File: src/rtl/debug_step_ctrl.sv
// debug_step_ctrl: debug-side run/step controller.
// Drives the pipeline step enable and streams PC + cycle count to the UART.
module debug_step_ctrl #(
  parameter int SIZE_ADDR_PC = 32,
  parameter int SIZE_CYCLES  = 32,
  parameter int SIZE_BYTE    = 8
) (
  input  logic                    i_clk,
  input  logic                    i_reset,
  input  logic                    i_cmd_valid,
  input  logic [SIZE_BYTE-1:0]    i_cmd,
  output logic                    o_cmd_ready,
  input  logic [SIZE_ADDR_PC-1:0] i_pc,
  input  logic                    i_halt,
  output logic                    o_step,
  output logic [SIZE_BYTE-1:0]    o_tx_data,
  output logic                    o_tx_valid,
  input  logic                    i_tx_ready,
  output logic                    o_halted
);

  localparam int BUF_W  = SIZE_ADDR_PC + SIZE_CYCLES;
  localparam int NBYTES = BUF_W / 8;
  localparam int IDX_W  = $clog2(NBYTES);

  localparam logic [2:0] IDLE   = 3'd0;
  localparam logic [2:0] RUN    = 3'd1;
  localparam logic [2:0] STEP   = 3'd2;
  localparam logic [2:0] REPORT = 3'd3;
  localparam logic [2:0] SEND   = 3'd4;

  localparam logic [SIZE_BYTE-1:0] CMD_C = SIZE_BYTE'(8'h63);
  localparam logic [SIZE_BYTE-1:0] CMD_S = SIZE_BYTE'(8'h73);
  localparam logic [SIZE_BYTE-1:0] CMD_P = SIZE_BYTE'(8'h70);

  logic [2:0]             state;
  logic                   step_q;
  logic                   halted_q;
  logic [SIZE_CYCLES-1:0] cycles;
  logic [BUF_W-1:0]       tx_buf;
  logic [IDX_W-1:0]       tx_idx;

  logic cmd_fire;
  logic tx_fire;
  logic last_byte;
  logic is_c;
  logic is_s;
  logic is_p;
  logic go_run;
  logic go_step;
  logic go_rep;

  assign o_cmd_ready = (state == IDLE);
  assign o_tx_valid  = (state == SEND);
  assign o_step      = step_q;
  assign o_halted    = halted_q;
  assign o_tx_data   = SIZE_BYTE'(tx_buf[BUF_W-1 -: 8]);

  assign cmd_fire  = i_cmd_valid & o_cmd_ready;
  assign tx_fire   = o_tx_valid & i_tx_ready;
  assign last_byte = (tx_idx == IDX_W'(NBYTES - 1));

  assign is_c = (i_cmd == CMD_C);
  assign is_s = (i_cmd == CMD_S);
  assign is_p = (i_cmd == CMD_P);

  // once halted, run/step only re-issue the report
  assign go_run  = is_c & ~halted_q;
  assign go_step = is_s & ~halted_q;
  assign go_rep  = is_p | ((is_c | is_s) & halted_q);

  always_ff @(posedge i_clk or negedge i_reset) begin
    if (!i_reset) begin
      state    <= IDLE;
      step_q   <= 1'b0;
      halted_q <= 1'b0;
      cycles   <= '0;
      tx_buf   <= '0;
      tx_idx   <= '0;
    end else begin
      halted_q <= halted_q | i_halt;
      if (step_q) begin
        cycles <= cycles + SIZE_CYCLES'(1);
      end
      unique case (state)
        IDLE: begin
          if (cmd_fire) begin
            unique case (1'b1)
              go_run: begin
                state  <= RUN;
                step_q <= 1'b1;
              end
              go_step: begin
                state  <= STEP;
                step_q <= 1'b1;
              end
              go_rep: begin
                state <= REPORT;
              end
              default: begin
                state <= IDLE;
              end
            endcase
          end
        end
        RUN: begin
          if (i_halt) begin
            step_q <= 1'b0;
            state  <= REPORT;
          end
        end
        STEP: begin
          step_q <= 1'b0;
          state  <= REPORT;
        end
        REPORT: begin
          tx_buf <= {i_pc, cycles};
          tx_idx <= '0;
          state  <= SEND;
        end
        SEND: begin
          if (tx_fire) begin
            // empties to zero after the last byte
            tx_buf <= {tx_buf[BUF_W-9:0], 8'h00};
            tx_idx <= tx_idx + IDX_W'(1);
            if (last_byte) begin
              state <= IDLE;
            end
          end
        end
        default: begin
          state  <= IDLE;
          step_q <= 1'b0;
        end
      endcase
    end
  end

endmodule

File: config.mk
export PLATFORM = sky130hd
export DESIGN_NAME = debug_step_ctrl
export DESIGN_NICKNAME = d
export VERILOG_FILES = /design/src/rtl/debug_step_ctrl.sv
export SDC_FILE = /design/constraint.sdc
export NUM_CORES = 1
export LEC_CHECK = 0
export CORE_ASPECT_RATIO = 0.8
export CORE_MARGIN = 5
export CORE_UTILIZATION = 30
export DETAILED_ROUTE_END_ITERATION = 7
export PLACE_DENSITY_LB_ADDON = 0.12
export SLEW_MARGIN = 10
export SYNTH_ARGS = -nofsm -noshare
export SYNTH_HDL_FRONTEND = slang
export SYNTH_SLANG_ARGS = --single-unit
File: constraint.sdc
create_clock -name i_clk -period 1.9 [get_ports i_clk]
set_input_delay 0.19 -clock i_clk [delete_from_list [all_inputs] [get_ports i_clk]]
set_output_delay 0.19 -clock i_clk [all_outputs]
set_load 0.01 [all_outputs]
# Word level (Yosys, flattened, before mapping)
# Index checks and enable logic that the tools add are counted.
dict set report totals {
  reg_bits 104
  elab_cells 52
}
dict set report classes {
  add_sub_neg 2
  eq_ne 13
  mux 14
  bitwise_logic 10
  n_reduce_logical 7
}
# operator count
set op_table {}
lappend op_table {{$pmux W64 S2} 1}
lappend op_table {{$mux W64} 1}
lappend op_table {{$add A32 B1 Y32 const B} 1}
lappend op_table {{$eq A8 B7 Y1 const B} 3}
lappend op_table {{$mux W3} 5}
lappend op_table {{$pmux W3 S5} 1}
lappend op_table {{$reduce_and A4 Y1} 2}
lappend op_table {{$eq A3 B2 Y1 const B} 2}
lappend op_table {{$eq A3 B3 Y1 const B} 2}
lappend op_table {{$ne A2 B1 Y1 const B} 3}
lappend op_table {{$pmux W2 S3} 1}
lappend op_table {{$pmux W3 S2} 1}
lappend op_table {{$and A1 B1 Y1} 5}
lappend op_table {{$ne A2 B2 Y1 const B} 2}
lappend op_table {{$reduce_or A2 Y1} 2}
lappend op_table {{$add A3 B1 Y3 const B} 1}
lappend op_table {{$eq A3 B1 Y1 const B} 1}
lappend op_table {{$logic_not A3 Y1} 1}
lappend op_table {{$mux W1} 3}
lappend op_table {{$or A1 B1 Y1} 3}
lappend op_table {{$pmux W1 S3} 1}
lappend op_table {{$not A1 Y1} 2}
lappend op_table {{$reduce_and A2 Y1} 1}
lappend op_table {{$reduce_bool A2 Y1} 1}

# Longest topological paths before layout
dict set report logic_depth {
  depth_word 7
  ltp_mapped 8
  depth_no_buf 6
}

# Worst setup path after synthesis
# OpenSTA, ideal clock, no wires.
dict set report synth_path {
  kind {flip-flop to flip-flop}
  startpoint {reg cycles[12]}
  endpoint {reg cycles[23]}
  setup_ps 123
  arrival_time_ps 1447
  required_ps 1777
  path_slack_ps 330
  stages_incl_launch_ff 7
  period_less_slack_ps 1570
  path_cell_list {dfrtp_1 -> nand3_2 -> nor4_4 -> and3_1 -> buf_6 -> nand4_4 -> xnor2_2}
}
dict set report synth_via {
  elab_chain_len 1
}
# element line
set synth_rtl {}
lappend synth_rtl {{from (decl)} 39} ;# logic [SIZE_CYCLES-1:0] cycles;
lappend synth_rtl {{from (signal assigned)} 83} ;# cycles <= cycles + SIZE_CYCLES'(1);
lappend synth_rtl {{$add A32 B1 Y32} 83}
# Every way passes these cells.
# A chain may end at the register's enable or synchronous reset.

# Final worst setup path
dict set report layout_path {
  startpoint {reg state[1]}
  endpoint {out o_cmd_ready}
}
dict set report layout_via {
  elab_chain_len 1
}
# element line
set layout_rtl {}
lappend layout_rtl {{from (decl)} 36} ;# logic [2:0] state;
lappend layout_rtl {{from (signal assigned)} 74} ;# state <= IDLE;
lappend layout_rtl {{from (signal assigned)} 90} ;# state <= RUN;
lappend layout_rtl {{from (signal assigned)} 94} ;# state <= STEP;
lappend layout_rtl {{$logic_not A3 Y1} 53} ;# assign o_cmd_ready = (state == IDLE);
lappend layout_rtl {{to (decl)} 12} ;# output logic o_cmd_ready,
# Every way passes these cells.

==> flow_summary.rst <==
.. list-table::
   :header-rows: 1

   * - Metric
     - Value
   * - Share of the yosys chip area belonging to registers
     - 54.5%
   * - HP Class
     - input pin to asynchronous set/reset pin
   * - Initial antenna violation count
     - 0
   * - Data arrival at the endpoint of the critical path
     - 1.59 ns
   * - Netlist area before placement
     - 4770 µm²
   * - Buffers from clock root to sink, at most
     - 2
   * - Number of distinct library cells after synthesis
     - 40
   * - Critical setup path kind
     - flip-flop to output port
   * - Post-synthesis async set-or-reset flop share
     - 100%
   * - Final total power
     - 6.67 mW
   * - Startpoint of the worst register-to-register path
     - state[2]
   * - Total CTS buffers
     - 9
   * - Root buffer cell
     - clkbuf_16
   * - Fmax
     - 561 MHz
   * - Clock net sink count
     - 104
   * - Vias after detailed routing
     - 3209
   * - Worst setup startpoint
     - state[1]
   * - Antenna cell count
     - 0
   * - Synth area leader
     - dfrtp_1
   * - Number of enable flip-flop cells after synthesis
     - 0
   * - Total core area
     - 15700 µm²
   * - First-pass GRT wire length
     - 17100 µm
   * - Final number of max-transition violations
     - 0
   * - Worst Max-Slew Pin Slew
     - 0.537 ns
   * - CP Launch Type
     - flip-flop
   * - Post-layout nets
     - 541
   * - Number of register bits inferred by synthesis
     - 104
   * - Final sum of negative setup slack
     - 0 ns
   * - # Max-Cap Violations
     - 0
   * - Count of synthesis-stage warnings from yosys
     - 0
   * - Fin. Hold Viols
     - 0
   * - Worst-Skew Late Latency
     - 0.35 ns
   * - Top cells by instance count after synthesis
     - dfrtp_1, nand2_1, o21ai_0, mux2i_1, xnor2_1
   * - Crit path capture type
     - output port
   * - Number of global-route vias before repair
     - 3254
   * - I/O pin count
     - 57
   * - Number of instances in the synthesized netlist
     - 437
   * - Share of the synthesized area in the top cell type
     - 54.5%
   * - Number of nets produced by synthesis
     - 485
   * - Vertical die dimension
     - 123 µm
   * - Post-layout minimum cycle time
     - 1.78 ns
   * - Count of nets left with antenna violations after detail routing
     - 0
   * - Leading post-synthesis cells by cell area
     - dfrtp_1, mux2i_1, o21ai_0, nand2_1, xnor2_1
   * - Average wire per standard cell
     - 14.6 µm
   * - Largest net degree at the start of global routing
     - 65
   * - Most frequent cell after synthesis
     - dfrtp_1
   * - Final-report setup violation count
     - 0
   * - DRT Pass-1 Iters
     - 5
   * - Worst vdd ir
     - 0.441 mV
   * - TritonCTS clock tree
     - built
   * - DRC marker count from the first detailed-route iteration
     - 159
   * - Number of H-tree branching levels
     - 3
   * - Number of cell instances on the worst register-to-register path
     - 7
   * - Cell count after placement
     - 692
   * - Setup repair after global routing missed its margin
     - false
   * - Static power due to leakage
     - 2.61 nW
   * - All-Layer GR Usage
     - 11.9%
   * - Post-route fraction of the period consumed by the critical path
     - 93.8%
   * - Drt drc
     - 0
   * - Relative max-transition margin
     - 64.2%
   * - Highest net fanout along the worst path
     - 5
   * - Main flop type after synthesis
     - dfrtp_1
   * - Power density normalized to cell area
     - 1110 nW/µm²
   * - Crit Reg-Reg Endpoint
     - tx_buf[31]
   * - Port Buf Inserts
     - 56
   * - Share of cells above drive strength 1
     - 11.0%
   * - Die outline area
     - 18500 µm²
   * - Starting density of the core
     - 30.4%
   * - Detailed-placement wirelength estimate
     - 7340 µm
   * - FP Rows
     - 41
   * - Routability Congestion
     - 0.731
   * - Non-filler cells in the finished layout
     - 713
   * - Setup clock skew after layout
     - 0.00590 ns
   * - Congestion Overflow GR
     - 0
   * - Run status
     - complete, no violations
   * - Die Wd
     - 151 µm
   * - Total wire length
     - 10400 µm
   * - Mean number of vias per cell
     - 4.50
   * - Critical path data required time
     - 1.71 ns
   * - Clock edge transition at the registers on the reported setup and hold paths
     - 0.07 ns
   * - Signed area change from the synthesized netlist to the final layout
     - 26.0%
   * - Mean instance size in the synthesized netlist
     - 10.9 µm²
   * - R2R setup slack
     - 0.14 ns
## timing repair
item | in CTS | in global routing
cloned | 0 | 0
hold endpoints to repair | 36 | 0
pin swaps | 1 | 0
gates resized for setup | 3 | 2
setup buffers | 3 | 1
setup endpoints to repair | 1 | 2
hold buffers | 1 | 0
## cell type report
type	instances	area, µm²
Clock buffer	11	233
Tap cell	215	269
Fill cell	1565	9680
Clock inverter	5	105
Inverter	1	3.75
Timing Repair Buffer	78	791
Sequential cell	104	2610
Multi-Input combinational cell	299	2010
## layer usage
metal	global-route usage [%]	up-vias	wire length (µm)
li1	-	1619	-
met1	17.0	1527	5270
met2	17.3	54	4460
met3	4.36	9	608
met4	2.89	0	85
met5	0	-	0
## critical path, cell delays in order (launching register included)
cell,delay [ns]
dfrtp_2,0.45
nor3_2,0.21
clkdlybuf4s50_1,0.59
## power by group
group	internal [mW]	switching [mW]	leakage, nW	total (mW)
Sequential	2.59	0.241	1.39	2.83
Clock	1.29	0.807	0.156	2.10
Combinational	0.801	0.939	1.06	1.74
## worst max-delay path by stage
stage | endpoint | slack (ns)
final | o_cmd_ready | 0.12
after CTS | o_tx_valid | 0.004
after detailed placement | tx_buf[47] | 0.15
after floorplan | cycles[23] | 0.33
after global routing | tx_buf[47] | 0.03
after global placement | tx_buf[31] | 0.16
## registers in the layout, summed over array words and instances, names as in the netlist
| signal | flops |
|---|---|
| cycles | 32 |
| state | 3 |
| o_halted | 1 |
| o_step | 1 |
| tx_buf | 64 |
| tx_idx | 3 |
## cell usage in the layout, fill, tap and decap left out, types with 8 or more instances in the layout
cell type,instances
dfrtp_1,102
o21ai_0,58
and3_1,11
xor2_1,10
nor2_1,9
clkdlybuf4s50_1,54
buf_4,17
clkbuf_16,9
nand2_1,77
nand3_1,8
mux2i_1,56
xnor2_1,20
a22o_1,8
## metrics by stage
step | worst slack, ns | instance area (µm²) | hold slack, ns | utilization (%)
6_report | 0.118 | 6010 | 0.354 | 38.3
5_1_grt | 0.0319 | 6010 | 0.401 | 38.3
4_1_cts | 0.00378 | 6000 | 0.371 | 38.2
3_5_place_dp | 0.146 | 5620 | 0.209 | 35.8
3_3_place_gp | 0.161 | 5620 | 0.206 | 35.8
2_1_floorplan | 0.330 | 4770 | -0.106 | -
## kinds of logic (layout without fill, tap and decap cells)
logic type	count (synthesis)	after routing	synth area share, %
adder cells (fa/ha/maj)	3	3	0.787
XOR/XNOR	31	31	5.85
multiplexers	57	57	12.0
buffers and inverters	34	95	3.91
flip-flops	104	104	54.5
AO/OA/AOI/OAI	76	76	9.15
AND/OR/NAND/NOR	132	132	13.8
(Power assumes the default switching activity.)
